File: config.mk
export PLATFORM = sky130hd
export DESIGN_NAME = free_tag_alloc
export DESIGN_NICKNAME = d
export VERILOG_FILES = /design/src/rtl/free_tag_alloc.sv
export SDC_FILE = /design/constraint.sdc
export NUM_CORES = 1
export LEC_CHECK = 0
export CAP_MARGIN = 20
export CORE_MARGIN = 2
export CORE_UTILIZATION = 51
export DETAILED_ROUTE_END_ITERATION = 16
export GPL_TIMING_DRIVEN = 0
export PLACE_DENSITY_LB_ADDON = 0.3
export SLEW_MARGIN = 10
export SYNTH_ARGS = -nofsm -noshare
export SYNTH_HDL_FRONTEND = slang
export SYNTH_SLANG_ARGS = --single-unit
File: constraint.sdc
create_clock -name clk -period 4.2 [get_ports clk]
set_input_delay 0.63 -clock clk [delete_from_list [all_inputs] [get_ports clk]]
set_output_delay 0.63 -clock clk [all_outputs]
set_load 0.03 [all_outputs]
File: src/rtl/free_tag_alloc.sv
// free_tag_alloc: pool of N = 2**LG_N tags tracked by a free bitmap.
// Each cycle the lowest free tag is offered combinationally. A returned tag
// becomes grantable again from the following cycle.
// Optional double-free detection is built when FREE_TAG_DBL_FREE_CHECK_EN is defined.
//
// Handshake: alloc_req/alloc_gnt are valid/ready style with zero latency.
// A tag is consumed in every cycle where alloc_req=1 and alloc_gnt=1, and
// alloc_tag is meaningful only in such a cycle. free_valid has no back-pressure:
// a return is always accepted unless flush or reset is high in that cycle.
module free_tag_alloc #(
  parameter int LG_N = 4
) (
  input  logic            clk,
  input  logic            reset,
  input  logic            alloc_req,
  output logic            alloc_gnt,
  output logic [LG_N-1:0] alloc_tag,
  input  logic            free_valid,
  input  logic [LG_N-1:0] free_tag,
  input  logic            flush,
  output logic            empty,
  output logic [LG_N:0]   free_cnt,
  output logic            dbl_free_err
);

  localparam int N = 1 << LG_N;

  logic [N-1:0]  bitmap;
  logic [N-1:0]  bitmap_nxt;
  logic [N-1:0]  gnt_mask;
  logic [N-1:0]  free_mask;
  logic          free_accept;
  logic          free_new;
  logic [LG_N:0] cnt_nxt;

  // Priority encoder: lowest-numbered free tag, 0 when none is free.
  always_comb begin
    alloc_tag = '0;
    for (int i = N - 1; i >= 0; i--) begin
      if (bitmap[i]) alloc_tag = LG_N'(i);
    end
  end

  // Grant qualified by the registered empty flag so the request path stays short.
  assign alloc_gnt   = alloc_req & ~empty & ~flush & ~reset;
  assign free_accept = free_valid & ~flush;
  // A return only counts when the tag is currently held; freeing a free tag is a no-op.
  assign free_new    = free_accept & ~bitmap[free_tag];

  // Next bitmap and count: the return is applied first, then the grant clears its bit.
  always_comb begin
    gnt_mask   = '0;
    free_mask  = '0;
    if (alloc_gnt) gnt_mask  = N'(1) << alloc_tag;
    if (free_new)  free_mask = N'(1) << free_tag;
    bitmap_nxt = (bitmap | free_mask) & ~gnt_mask;
    cnt_nxt    = free_cnt - (LG_N + 1)'(alloc_gnt) + (LG_N + 1)'(free_new);
  end

  // Pool state register; reset and flush both restore the full pool.
  always_ff @(posedge clk) begin
    if (reset || flush) begin
      bitmap   <= '1;
      free_cnt <= (LG_N + 1)'(N);
      empty    <= 1'b0;
    end else begin
      bitmap   <= bitmap_nxt;
      free_cnt <= cnt_nxt;
      empty    <= (cnt_nxt == '0);
    end
  end

`ifdef FREE_TAG_DBL_FREE_CHECK_EN
  // Sticky double-free flag; only reset clears it, flush leaves it alone.
  always_ff @(posedge clk) begin
    if (reset) begin
      dbl_free_err <= 1'b0;
    end else if (free_accept && bitmap[free_tag]) begin
      dbl_free_err <= 1'b1;
    end
  end
`else
  assign dbl_free_err = 1'b0;
`endif

endmodule

==> results of run 1 <==
[logic make-up (layout without fill, tap and decap cells)]
group           Yosys count  count (layout)
xor+xnor                  3               3
simple gates             49              49
fa+ha+maj                 6               6
mux                       5               5
buf+inv                  19              41
flops                    22              22
other cells               1               1
compound gates           53              53
[state kept, by name, indices dropped and copies added (netlist names)]
| register | flops |
|---|---|
| free_cnt | 5 |
| empty | 1 |
| bitmap | 16 |
[worst min path at each step]
stage | start | slack, ps | end
floorplan | bitmap[14] | 530 | bitmap[14]
global placement | bitmap[12] | 570 | bitmap[12]
detailed placement | bitmap[13] | 580 | bitmap[13]
CTS | bitmap[13] | 620 | bitmap[13]
global route | bitmap[13] | 680 | bitmap[13]
finish | bitmap[13] | 620 | bitmap[13]
[critical path: stages]
cell	delay (ps)
clkdlybuf4s50_1	490
clkbuf_1	400
mux4_1	420
mux4_2	470
nand2b_1	160
ha_1	280
inv_1	60
ha_1	160
inv_1	60
fa_1	390
nor2b_1	120
o21ai_0	90
and3_1	170
o21ai_0	240
nor2_1	100
[placed cells by master, fill, tap and decap left out, types with 2 or more instances in the layout]
cell type / instances
o21ai_0: 5
dfxtp_1: 22
nand3_1: 2
a21oi_1: 16
nor3_1: 3
nor2b_1: 4
mux4_1: 4
and3_1: 2
a311oi_1: 4
xor2_1: 3
nor4_1: 5
nand2_1: 4
ha_1: 5
a211oi_1: 12
nor2_1: 19
nand2b_1: 3
a31oi_1: 9
inv_1: 14
clkbuf_1: 2
clkdlybuf4s50_1: 19
clkbuf_4: 3
[area by class of cell]
| class | instances | area (um^2) | share of cell area (%) |
|---|---|---|---|
| multi-input combinational | 117 | 842 | 52.1 |
| inverter | 14 | 52.6 | 3.25 |
| clock buffer | 3 | 22.5 | 1.39 |
| tap | 30 | 37.5 | 2.32 |
| timing repair buffer | 19 | 190 | 11.8 |
| buffer | 5 | 30.0 | 1.86 |
| sequential | 22 | 440 | 27.3 |
[per-layer routing]
layer | wire (um) | global-route usage [%]
met1 | 1530 | 32.8
met2 | 1720 | 37.9
met3 | 310 | 3.26
met4 | 82 | 10.8
met5 | 0 | 0
[power breakdown]
part / internal (mW) / switching, mW / leakage (nW)
Combinational: 0.0323 / 0.0420 / 0.379
Sequential: 0.213 / 0.00406 / 0.179
Clock: 0.0337 / 0.0680 / 0.0138
Total: 0.279 / 0.114 / 0.571
==> out/qor.yml, run 1 <==
detailed_routing:
  initialDrtViolationCount: 61
  via_count: 1359
  first_pass_iters: 4
  drt-total-wl_um: 3640
  routed_via_density: 6.47
  drc: 0
  route.antenna.remaining_nets: 0
  wl_per_cell_um: 17.3
synth:
  synth_xor_area_share_pct: 1.92
  yosysSeqAreaShare_pct: 32.3
  yosys.cell_types.count: 39
  synth_mux_area_share_pct: 9.35
  synth_top_cell_area_share_pct: 32.3
  syn_area_per_cell_um2: 8.64
  yosysTopAreaCell: "dfxtp_1"
  synth.cell_area_um2: 1370
  ys_ff_latch: 22
  synth.most_common_cell: "dfxtp_1"
  syn_inst: 158
  yosysWarnings: 0
  synthAdderAreaFrac_pct: 6.05
  synth.area.top_cells: "dfxtp_1 (32%), mux4_1 (7.7%), a211oi_1 (6.6%)"
  synth_compound_area_share_pct: 25.8
  synthArstFlopShare_pct: 0
  synthSimpleGateAreaFrac_pct: 18.2
  synth_top_family_by_area: "compound AO/OA/AOI/OAI gates"
  synth_commonest_cells: "dfxtp_1 (22), nor2_1 (19), a21oi_1 (16)"
  synth_nets: 173
  synth_edf_count: 0
  synth_flop_cell: "dfxtp_1"
global_routing:
  grt_pass1_vias: 1235
  grt.total_usage_pct: 24.1
  antenna_found_initial: 0
  grt_overflow: 0
  grt_first_pass_wirelength_um: 5800
  grt_max_degree: 12
finish:
  insertedDiodeCount: 0
  drive_gt1_share_pct: 4.44
  nets: 197
  fillers: 209
  fin_area_um2: 1620
  final_util_pct: 64.6
  stdcell_count: 210
  syn_to_final_growth_pct: 18.3
sta:
  fmax_mhz: 249
  hold_ws_ps: 624
  hold_viol: 0
  layout_setup_ws_ps: 184
  slew_headroom_pct: 54.4
  setup_tns_ps: 0
  slew_violations: 0
  skew_ps: 2.98
  finalSetupViolCount: 0
  tightest_slew_ps: 677
  grt_setup_unrepaired: "false"
  finalCriticalPeriod_ps: 4020
  fin_crit_sh_pct: 95.6
min_path:
  hp-class: "flop to flop"
  holdPathStages: 2
worst_setup_path:
  crit_arrival_ps: 4230
  crit_required_ps: 4410
  worstSetupEndpointType: "flop"
  crit_start: "free_tag[1]"
  r2r-start: "bitmap[1]"
  crit_type: "input pin to flop"
  ff2ff_path_depth: 13
  worstPathMaxFanout: 10
  crit_path_start_kind: "input pin"
  reg2reg_to: "empty"
  reg2reg_slack_ps: 860
  crit_end: "empty"
power:
  vdd_drop_max_mv: 0.212
  power.density_nw_per_um2: 243
  power_mw: 0.393
  leakagePower_nw: 0.571
floorplan:
  rows: 18
  fp.dieH_um: 55.7
  die-area_um2: 3110
  ioPinCount: 21
  die_w_um: 55.7
  coreArea_um2: 2500
  initial_core_util_pct: 54.6
clocking:
  clkLatencyLatePin_ps: 320
  ctsResizeCount: 0
  clkSlewWorstSetupHoldPaths_ps: 120
  cts_tree: "yes"
  clk_path_buf_depth: 2
  cts.htree.levels: 1
  cts_made_buffers: 3
  post_cts_buffers: 0
  hold_buffers: 0
  clock-root-buffer: "clkbuf_4"
  cts.sinks: 22
placement:
  dpl_cell_area_um2: 1590
  port_buffers: 19
  gp_congestion: 0.896
  post-place-ws_ps: -137
  place_inst: 207
  hpwl_um: 2720
outcome:
  status: "complete, no violations"
flow_run:
  drv_cap: 0
No activity file was read; power rests on OpenSTA's default activity.
==> run 2, diff against run 1 <==
--- a/config.mk
+++ b/config.mk
@@ -6,7 +6,7 @@
 export NUM_CORES = 1
 export LEC_CHECK = 0
 export CAP_MARGIN = 20
-export CORE_MARGIN = 2
+export CORE_MARGIN = 1
 export CORE_UTILIZATION = 51
 export DETAILED_ROUTE_END_ITERATION = 16
 export GPL_TIMING_DRIVEN = 0
==> out/qor.yml, run 2 (synthesis results as in run 1) <==
detailed_routing:
  routed_via_density: 6.52
  initialDrtViolationCount: 80
  drc: 0
  via_count: 1369
  drt-total-wl_um: 3690
  route.antenna.remaining_nets: 0
  first_pass_iters: 4
  wl_per_cell_um: 17.6
flow_run:
  drv_cap: 0
clocking:
  cts.htree.levels: 1
  cts_tree: "yes"
  clkLatencyLatePin_ps: 320
  clk_path_buf_depth: 2
  post_cts_buffers: 0
  cts_made_buffers: 3
  clock-root-buffer: "clkbuf_4"
  clkSlewWorstSetupHoldPaths_ps: 110
  cts.sinks: 22
floorplan:
  ioPinCount: 21
  initial_core_util_pct: 54.6
  die_w_um: 53.7
  die-area_um2: 2890
  rows: 18
  fp.dieH_um: 53.7
  coreArea_um2: 2500
finish:
  drive_gt1_share_pct: 5.00
  fillers: 220
  top_regs: "bitmap: 16 flops, free_cnt: 5 flops, empty: 1 flops"
  syn_to_final_growth_pct: 18.4
  largest_register: "bitmap"
  final_common_cell: "dfxtp_1"
  stdcell_count: 210
  final_cell_mix: "dfxtp_1 (22), nor2_1 (19), clkdlybuf4s50_1 (19)"
  largest_reg_flops: 16
  fin_area_um2: 1620
  nets: 197
  insertedDiodeCount: 0
power:
  power_mw: 0.390
  p_int_mw: 0.279
  power_frac_clock_pct: 25.2
  power_frac_seq_pct: 55.6
  comb_power_share_pct: 19.2
  leakagePower_nw: 0.574
  power.density_nw_per_um2: 241
  p_sw_mw: 0.111
  p_sw_share_pct: 28.4
  vdd_drop_max_mv: 0.294
sta:
  grt_setup_unrepaired: "false"
  slew_violations: 0
  fmax_mhz: 249
  finalCriticalPeriod_ps: 4020
  layout_setup_ws_ps: 180
  fin_crit_sh_pct: 95.7
  slew_headroom_pct: 51.2
  hold_viol: 0
  finalSetupViolCount: 0
  skew_ps: 6.62
  tightest_slew_ps: 730
placement:
  gp_congestion: 0.944
  dpl_cell_area_um2: 1590
  place_inst: 207
  post-place-ws_ps: -169
  hpwl_um: 2870
  port_buffers: 19
global_routing:
  top_usage_layer: "met2"
  grt_pass1_vias: 1298
  grt_first_pass_wirelength_um: 6010
  grt_use_met2_pct: 46.9
  use_met3_pct: 3.67
  grt_overflow: 0
  grt.total_usage_pct: 29.3
  grt_max_degree: 12
  antenna_found_initial: 0
  gr-usage-met1_pct: 38.7
worst_setup_path:
  worstPathMaxFanout: 10
  crit_path_start_kind: "input pin"
  crit_required_ps: 4400
  crit_arrival_ps: 4220
  worstSetupEndpointType: "flop"
  crit_type: "input pin to flop"
min_path:
  hp-class: "flop to flop"
outcome:
  status: "complete, no violations"
## run 2: stage by stage
stage               hold slack (ps)  util [%]  TNS [ps]
floorplan                       528         -         0
global placement                576      63.7     -54.8
detailed placement              586      63.7      -213
CTS                             616      64.6         0
global route                    651      64.7         0
finish                          627      64.7         0
## run 2: worst max-delay path: stages
cell and delay [ps]:
clkdlybuf4s50_1 510, buf_6 160, mux4_1 590, mux4_2 480
nand2b_1 180, ha_1 280, inv_1 60, ha_1 160
inv_1 60, fa_1 390, nor2b_1 110, o21ai_0 100
and3_1 170, o21ai_0 230, nor2_1 100
## run 2: path summary, 6_finish.rpt
check               from  slack, ps     endpoint  cells after the start
min          free_cnt[0]        630  free_cnt[0]                      2
max reg2reg    bitmap[5]        830        empty                     13
max          free_tag[0]        180        empty                     15
min reg2reg  free_cnt[0]        630  free_cnt[0]                      2
## run 2: what timing repair did
| action | 4_1_cts | 5_1_grt |
|---|---|---|
| hold buffers | 0 | 0 |
| hold endpoints to repair | 0 | 0 |
| resized for setup | 0 | 2 |
| endpoints found under the setup margin | 0 | 1 |
## run 2: final cells by class
cell class / count / area (um^2) / share of cell area [%]
multi-input combinational: 117 / 842 / 52.1
sequential: 22 / 440 / 27.2
timing repair buffer: 19 / 190 / 11.8
inverter: 14 / 52.6 / 3.25
tap: 30 / 37.5 / 2.32
buffer: 5 / 31.3 / 1.93
clock buffer: 3 / 22.5 / 1.39
## run 2: per-layer routing
metal,part of all wire [%],wire [um],vias to the layer above
li1,-,-,639
met1,41,1500,645
met2,50,1850,77
met3,7.6,280,8
met4,1.6,59,0
met5,0,0,-
## run 2: power by group through the flow
stage / sequential (mW) / combinational, mW / clock (mW)
final: 0.217 / 0.0748 / 0.0981
after CTS: 0.217 / 0.0741 / 0.0959
after global placement: 0.221 / 0.0715 / 0
after detailed placement: 0.222 / 0.0736 / 0
after floorplan: 0.228 / 0.0394 / 0
after global routing: 0.218 / 0.0817 / 0.105
==> run 3, diff against run 2 <==
--- a/config.mk
+++ b/config.mk
@@ -9,6 +9,7 @@
 export CORE_MARGIN = 1
 export CORE_UTILIZATION = 51
 export DETAILED_ROUTE_END_ITERATION = 16
+export GPL_ROUTABILITY_DRIVEN = 1
 export GPL_TIMING_DRIVEN = 0
 export PLACE_DENSITY_LB_ADDON = 0.3
 export SLEW_MARGIN = 10
==> results of run 3 <==
Final layout, timing and power as in run 2 (identical DEF).
